File: config.mk
export PLATFORM = sky130hd
export DESIGN_NAME = weight_fetch_ctrl
export DESIGN_NICKNAME = d
export VERILOG_FILES = /design/src/rtl/weight_fetch_ctrl.sv
export SDC_FILE = /design/constraint.sdc
export NUM_CORES = 1
export LEC_CHECK = 0
export CORE_MARGIN = 8
export CORE_UTILIZATION = 49
export CTS_CLUSTER_DIAMETER = 150
export DETAILED_ROUTE_END_ITERATION = 8
export PLACE_DENSITY = 0.77
export SKIP_LAST_GASP = 1
export SYNTH_ARGS = -nofsm -noshare
export SYNTH_HDL_FRONTEND = slang
export SYNTH_SLANG_ARGS = --single-unit
export TNS_END_PERCENT = 1
File: constraint.sdc
create_clock -name clk -period 2.1 [get_ports clk]
set_input_delay 0.42 -clock clk [delete_from_list [all_inputs] [get_ports clk]]
set_output_delay 0.42 -clock clk [all_outputs]
set_load 0.05 [all_outputs]
File: src/rtl/weight_fetch_ctrl.sv
// Weight-bank read sequencer: sweeps a shared address over DEPTH words for n_pass passes and tags returned data.
// Latency: first rd_en one cycle after start; rdata tags follow rd_en by RD_LAT; finish RD_LAT+1 cycles after last issue.
// Backpressure: stall suppresses address issue in FETCH only; tag pipeline never stalls. Optional macro WEIGHT_FETCH_CTRL_STALL_CNT_EN adds stall_cycles.
module weight_fetch_ctrl #(
  parameter int ADDR_W = 4,
  parameter int DEPTH  = 16,
  parameter int RD_LAT = 1,
  parameter int PASS_W = 4
) (
  input  logic              clk,
  input  logic              xrst,
  input  logic              start,
  input  logic [PASS_W-1:0] n_pass,
  input  logic              stall,
  output logic [ADDR_W-1:0] raddr,
  output logic              rd_en,
  output logic              rdata_valid,
  output logic              acc_clr,
  output logic              acc_last,
  output logic [PASS_W-1:0] pass_idx,
  output logic              busy,
  output logic              finish
`ifdef WEIGHT_FETCH_CTRL_STALL_CNT_EN
  ,
  output logic [15:0]       stall_cycles
`endif
);

  typedef enum logic [1:0] {IDLE, FETCH, DRAIN, DONE} state_t;

  state_t            state;
  state_t            state_nxt;
  logic [ADDR_W-1:0] addr;
  logic [PASS_W-1:0] pass;
  logic [PASS_W-1:0] npass_q;
  logic [2:0]        lat_cnt;
  logic              last_addr;
  logic              last_pass;
  logic              issue;
  logic              accept;
  logic [2:0]        tag_pipe [RD_LAT];

  assign last_addr = (addr == ADDR_W'(DEPTH - 1));
  assign last_pass = (pass == (npass_q - PASS_W'(1)));
  assign issue     = (state == FETCH) && !stall;
  assign accept    = (state == IDLE) && start;

  assign raddr    = addr;
  assign pass_idx = pass;
  assign {rdata_valid, acc_clr, acc_last} = tag_pipe[RD_LAT-1];

  // Next-state and control outputs; DRAIN holds for exactly RD_LAT cycles.
  always_comb begin
    state_nxt = state;
    rd_en     = 1'b0;
    busy      = 1'b0;
    finish    = 1'b0;
    case (state)
      IDLE: begin
        if (start) state_nxt = FETCH;
      end
      FETCH: begin
        busy  = 1'b1;
        rd_en = !stall;
        if (issue && last_addr && last_pass) state_nxt = DRAIN;
      end
      DRAIN: begin
        busy = 1'b1;
        if (lat_cnt == 3'(RD_LAT - 1)) state_nxt = DONE;
      end
      DONE: begin
        finish    = 1'b1;
        state_nxt = IDLE;
      end
      default: state_nxt = IDLE;
    endcase
  end

  // State register.
  always_ff @(posedge clk) begin
    if (xrst) state <= IDLE;
    else      state <= state_nxt;
  end

  // Address/pass counters; both return to 0 after the final issue so they never exceed their limits.
  always_ff @(posedge clk) begin
    if (xrst) begin
      addr    <= '0;
      pass    <= '0;
      npass_q <= '0;
      lat_cnt <= '0;
    end else begin
      if (accept) begin
        addr    <= '0;
        pass    <= '0;
        npass_q <= (n_pass == '0) ? PASS_W'(1) : n_pass;
      end
      if (issue) begin
        if (last_addr) begin
          addr <= '0;
          pass <= last_pass ? '0 : pass + PASS_W'(1);
        end else begin
          addr <= addr + ADDR_W'(1);
        end
      end
      lat_cnt <= (state == DRAIN) ? lat_cnt + 3'd1 : 3'd0;
    end
  end

  // Tag pipeline {valid, first, last} delayed RD_LAT cycles to line up with bank rdata.
  always_ff @(posedge clk) begin
    if (xrst) begin
      for (int i = 0; i < RD_LAT; i++) tag_pipe[i] <= 3'b000;
    end else begin
      tag_pipe[0] <= {issue, issue && (addr == '0), issue && last_addr};
      for (int i = 1; i < RD_LAT; i++) tag_pipe[i] <= tag_pipe[i-1];
    end
  end

`ifdef WEIGHT_FETCH_CTRL_STALL_CNT_EN
  // Stalled FETCH cycles, saturating; value survives finish until the next accepted start.
  always_ff @(posedge clk) begin
    if (xrst || accept)                                 stall_cycles <= '0;
    else if (state == FETCH && stall && stall_cycles != 16'hFFFF) stall_cycles <= stall_cycles + 16'd1;
  end
`endif

endmodule

### Yosys cells after proc, flatten, opt, wreduce, memory -nomap -nowiden

Memories as Yosys holds them, arrays and structs flattened.
Index checks and enable logic that the tools add are counted.

* add/sub/neg operators: 4
* muxes and demuxes: 20
* bitwise gates (word level): 1
* eq/ne operators: 8
* reductions and logical operators: 15

Operators by type and width (count)
* 4-bit 2-to-1 mux: 8
* 4-bit by 1-bit adder with 4-bit output (second input constant): 2
* 4-bit logical NOT: 2
* 2-bit one-hot mux with 4 select lines: 1
* 1-bit 2-to-1 mux: 7
* 2-bit 2-to-1 mux: 3
* 1-bit logical AND: 5
* 2-bit == test (second input constant): 2
* 4-bit == test: 1
* 4-bit == test (second input constant): 1
* 2-bit != test (second input constant): 2
* 2-bit OR reduction: 2
* 4-bit by 1-bit subtractor with 4-bit output (second input constant): 1
* 3-bit by 1-bit adder with 3-bit output (second input constant): 1
* 3-bit logical NOT: 1
* 3-bit 2-to-1 mux: 1
* 3-bit AND reduction: 1
* 3-bit OR reduction: 1
* 2-bit by 1-bit == test with 1-bit output (second input constant): 1
* 2-bit logical NOT: 1
* 2-bit by 1-bit != test with 1-bit output (second input constant): 1
* 2-bit nonzero test: 1
* 1-bit logical NOT: 1
* 1-bit inverter: 1

* memories: 1
* bits in writable memories: 3
* register bits after elaboration: 17
* logic and storage cells: 54
* output and inout bits: 14

Memory list
* tag_pipe: words 1, width 3, rd ports 1, clocked after Yosys merged registers in 0, write ports 1, RTL line 41 `logic [2:0] tag_pipe [RD_LAT];`

### Depth between registers and ports, before layout

* depth after elaboration: 6
* gate-level depth with buffers: 8
* depth with buffers taken out: 7

### Least setup slack after synthesis

OpenSTA, ideal clock, no wires.

* path kind: register to register
* start point: register pass[2], in the netlist pass_idx[2]
* end point: register state[0]
* cell stages (with the launch flop): 6
* required time: 2013 ps
* buffers on the path: 0
* path slack: 142 ps
* data arrival time: 1871 ps
* period minus slack after synthesis: 1958 ps
* path through: dfxtp_1 xor3_1 nor3_2 nand3_1 a2111o_1 o31ai_1

* cells in the longest elaborated chain, start to end: 4

RTL lines
* start: declaration: RTL line 34 `logic [PASS_W-1:0] pass;`
* start signal: assignment: RTL line 101 `pass <= last_pass ? '0 : pass + PASS_W'(1);`
* 4-bit == test: RTL line 44 `assign last_pass = (pass == (npass_q - PASS_W'(1)));`
* 1-bit logical AND: RTL line 65 `if (issue && last_addr && last_pass) state_nxt = DRAIN;`
* 2-bit by 1-bit != test with 1-bit output (no line)
* 3-bit AND reduction (no line)
* end signal: assignment: RTL line 82 `else state <= state_nxt;`
* end: declaration: RTL line 31 `state_t state;`

Every way passes these cells.
A chain may end at the register's enable or synchronous reset.

### Worst setup path after layout

* start point: register pass[0], in the netlist pass_idx[0]
* end point: output pass_idx[0]

RTL lines
* end: declaration: RTL line 20 `output logic [PASS_W-1:0] pass_idx,`

No word-level cell between the ends.

==> impl_results.md <==
* Root Buffer: clkbuf_4
* Seq. cell area at 400.4 um2
* Post-layout nets at 168
* Io pins at 22
* Die Span Y at 62.54 um
* Antenna violations before repair at 0
* Gr usage total at 0.1159
* 1st-pass router iterations at 4
* Leakage at 0.5341 nW
* Seq cells post-synth at 20
* Post-Syn Area at 1061 um2
* Fin. max-slew vios at 0
* Final Skew at 0.005803 ns
* Syn Nets at 143
* DRC at 0
* Violation count after the first detailed-route iteration at 27
* Critical path origin: pass_idx[0]$_SDFF_PP0_
* Yosys warnings at 0
* Worst EP arrival at 1.62 ns
* Critical path's top delay family: buffers and inverters
* Non-Filler Instances at 176
* Net load switching power at 0.0004862 W
* Cells after DPL at 172
* Post-cts sizing count at 0
* Sw Ratio at 0.3986
* CTS buffer count at 3
* CP bufs+invs at 1
* Core ar. at 2127 um2
* Total power at 0.001220 W
* Post-detailed-route wirelength per cell at 12.37 um
* CTS tree: built
* H-tree depth at 1
* RSZ-0062 raised after global routing: no
* Quantity of I/O buffers inserted on ports at 21
* Initial Util at 0.4988
* Critical path type: flip-flop to output pin
* Flop pwr share at 0.380
* Start point of the worst hold path: lat_cnt[0]$_SDFF_PP0_
* Internal at 0.0007336 W
* Total negative slack at 0 ns
* Post-layout min period at 2.042 ns
* Vias at 900
* Routed Antenna Nets at 0
* GP Congestion at 0.8323
* Diode count at 0
* Largest net degree at the start of global routing at 16
* # setup viols final at 0
* R2R Setup Slk at 0.31 ns
* CP Data Required Time at 1.68 ns
* Worst vdd ir at 601.9 uV
* Multi-input gate area at 593.1 um2
* Die area at 3911 um2
* Area Growth Syn to Fin at 26.30%
* First-pass GRT wire length at 3.877 mm
* Critical path capture point type: output pin
* Hold Path Depth at 1
* Final Cycle Share at 0.9723
* CP cell instances: clkdlybuf4s50_1
* Row cnt at 17
* Clk pwr share at 0.184
* Max Clock Freq at 489.8 MHz
* Pwr Density at 910.2 nW/um2
* Terminus of the critical flop-to-flop path: state[0]$_SDFFE_PP0P_
* Vias per inst at 5.114
* Clk_lat worst skew at 0.30 ns
* CTS Hold Bufs at 0
* Relative slew slack at 0.6611
* Synth Instances at 124
* Min-Delay Path Class: flip-flop to flip-flop
* Crit Path Max Fanout at 6
* Reg clk slew, reported paths at 0.12 ns
* Status: finished clean
* CTS Sinks at 20
* Type of origin of the critical path: flip-flop
* R2r startpoint: npass_q[0]$_SDFFE_PP0P_
* Comb power frac at 0.436
* Vias in the first global route at 897
* FILL cells at 192
* Post-CTS Setup Inserts at 0
* CP max stage delay at 0.85 ns
* Worst R2R Path Depth at 7
* Share of post-route cells with drive strength above 1 at 0.08784
* Max clock buf depth at 2
* Critical Path Slowest Stage Cell: clkdlybuf4s50_1
* Final hold vios at 0
* DP HPWL at 1.665 mm
* Global route overflow at 0
* Hold path endpoint: lat_cnt[0]$_SDFF_PP0_
* Cell variety after synth at 32
* Horiz. Die Dim at 62.54 um
* Final core occ at 0.6300
* Post-Syn Area per Cell at 8.557 um2
* Routed WL at 2.177 mm
* Register area share after synthesis at 0.3774
* Max-cap violation count at 0
* Worst Tran Pin Value at 0.5068 ns
-- power by group through the flow --
stage / sequential, W / clock (W) / combinational [W]
6_report: 0.000463 / 0.000225 / 0.000532
5_1_grt: 0.000471 / 0.000246 / 0.000589
4_1_cts: 0.000463 / 0.000232 / 0.000537
3_5_place_dp: 0.000471 / 0 / 0.000533
3_3_place_gp: 0.000469 / 0 / 0.000520
2_1_floorplan: 0.000493 / 0 / 0.000373
-- metrics by stage --
step | worst slack, ns | cell area, um2 | hold WS, ns
after floorplan | 0.1420 | 1061 | 0.4173
after global placement | 0.2131 | 1304 | 0.4305
after detailed placement | 0.1816 | 1304 | 0.4524
after CTS | 0.04453 | 1340 | 0.4679
after global routing | 0.005342 | 1340 | 0.5012
final | 0.05815 | 1340 | 0.4587
-- final cells by class --
type / instances / share of cell area
flip-flops and latches: 20 / 0.2988
inverters: 12 / 0.03361
repair buffers: 23 / 0.1718
multi-input cells: 89 / 0.4426
well taps: 28 / 0.02614
clock buffers: 4 / 0.02708
-- cells in the mapped netlist --
| master | n | area (um2) |
|---|---|---|
| buf_6 | 1 | 11.26 |
| nor2_1 | 12 | 45.04 |
| nand2b_1 | 4 | 25.02 |
| nor4_1 | 1 | 6.260 |
| nand2_1 | 12 | 45.04 |
| and3_1 | 2 | 12.51 |
| a311oi_1 | 1 | 8.760 |
| dfxtp_1 | 20 | 400.4 |
| inv_2 | 1 | 3.750 |
| a211oi_1 | 1 | 7.510 |
| clkbuf_1 | 1 | 3.750 |
| o211a_1 | 1 | 10.01 |
| nand3_2 | 1 | 10.01 |
| or2_1 | 1 | 6.260 |
| o21ai_0 | 3 | 15.01 |
| a21oi_1 | 10 | 50.05 |
| a22oi_1 | 1 | 7.510 |
| ha_1 | 11 | 137.6 |
| and2_1 | 1 | 6.260 |
| xnor2_1 | 4 | 35.03 |
| mux2i_1 | 1 | 10.01 |
| buf_4 | 1 | 7.510 |
| xor3_1 | 1 | 23.77 |
| o31ai_1 | 1 | 7.510 |
| inv_1 | 11 | 41.29 |
| nor2_4 | 1 | 11.26 |
| nor3_1 | 6 | 30.03 |
| xor2_1 | 1 | 8.760 |
| nor3_2 | 1 | 10.01 |
| nand3b_1 | 1 | 7.510 |
| nand3_1 | 9 | 45.04 |
| a2111o_1 | 1 | 11.26 |
-- cell families (layout without fill, tap and decap cells) --
logic type | after synthesis | in the layout | share of synthesized area
AOI/OAI and AO/OA | 19 | 19 | 0.1109
xor gates and xnor gates | 6 | 6 | 0.06367
adders and majority gates | 11 | 11 | 0.1297
buffers and inverters | 15 | 39 | 0.06367
DFF | 20 | 20 | 0.3774
muxes | 1 | 1 | 0.009434
and+or+nand+nor | 52 | 52 | 0.2453
-- per-layer routing --
layer	global-route usage	wire length [um]	vias to the layer above
met3	0.02509	66	4
met1	0.1202	944	419
met4	0.05413	28	0
met5	0	0	-
met2	0.2147	1138	13
li1	-	-	464
-- registers in the layout (all words and copies together), names as in the netlist --
register  count
npass_q       4
state         2
raddr         4
pass_idx      4
lat_cnt       3
tag_pipe      3
-- cell usage in the layout (no fill, tap or decap) --
cell and count:
inv_2 1, xor3_1 1, nor3_1 6, mux2i_1 1, o31ai_1 1, nand3_1 9
nand3_2 1, nor2_1 12, or2_1 1, o211a_1 1, clkdlybuf4s50_1 18, xor2_1 1
ha_1 11, inv_1 11, dfxtp_1 20, and3_1 2, nor4_1 1, a211oi_1 1
clkbuf_8 1, a2111o_1 1, nand3b_1 1, a311oi_1 1, nor3_2 1, a22oi_1 1
and2_1 1, o21ai_0 3, buf_12 1, nor2_4 1, a21oi_1 10, buf_4 4
clkbuf_4 3, nand2_1 12, nand2b_1 4, xnor2_1 4
-- worst max path at each step --
| stage | depth (start not counted) | slack (ns) | end |
|---|---|---|---|
| finish | 1 | 0.06 | pass_idx[0] |
| global route | 1 | 0.005 | pass_idx[0] |
| CTS | 1 | 0.04 | pass_idx[0] |
| detailed placement | 6 | 0.18 | state[0]$_SDFFE_PP0P_ |
| global placement | 6 | 0.21 | state[0]$_SDFFE_PP0P_ |
| floorplan | 5 | 0.14 | state[0]$_SDFFE_PP0P_ |
Note: power is estimated with default switching activity, not from simulation.
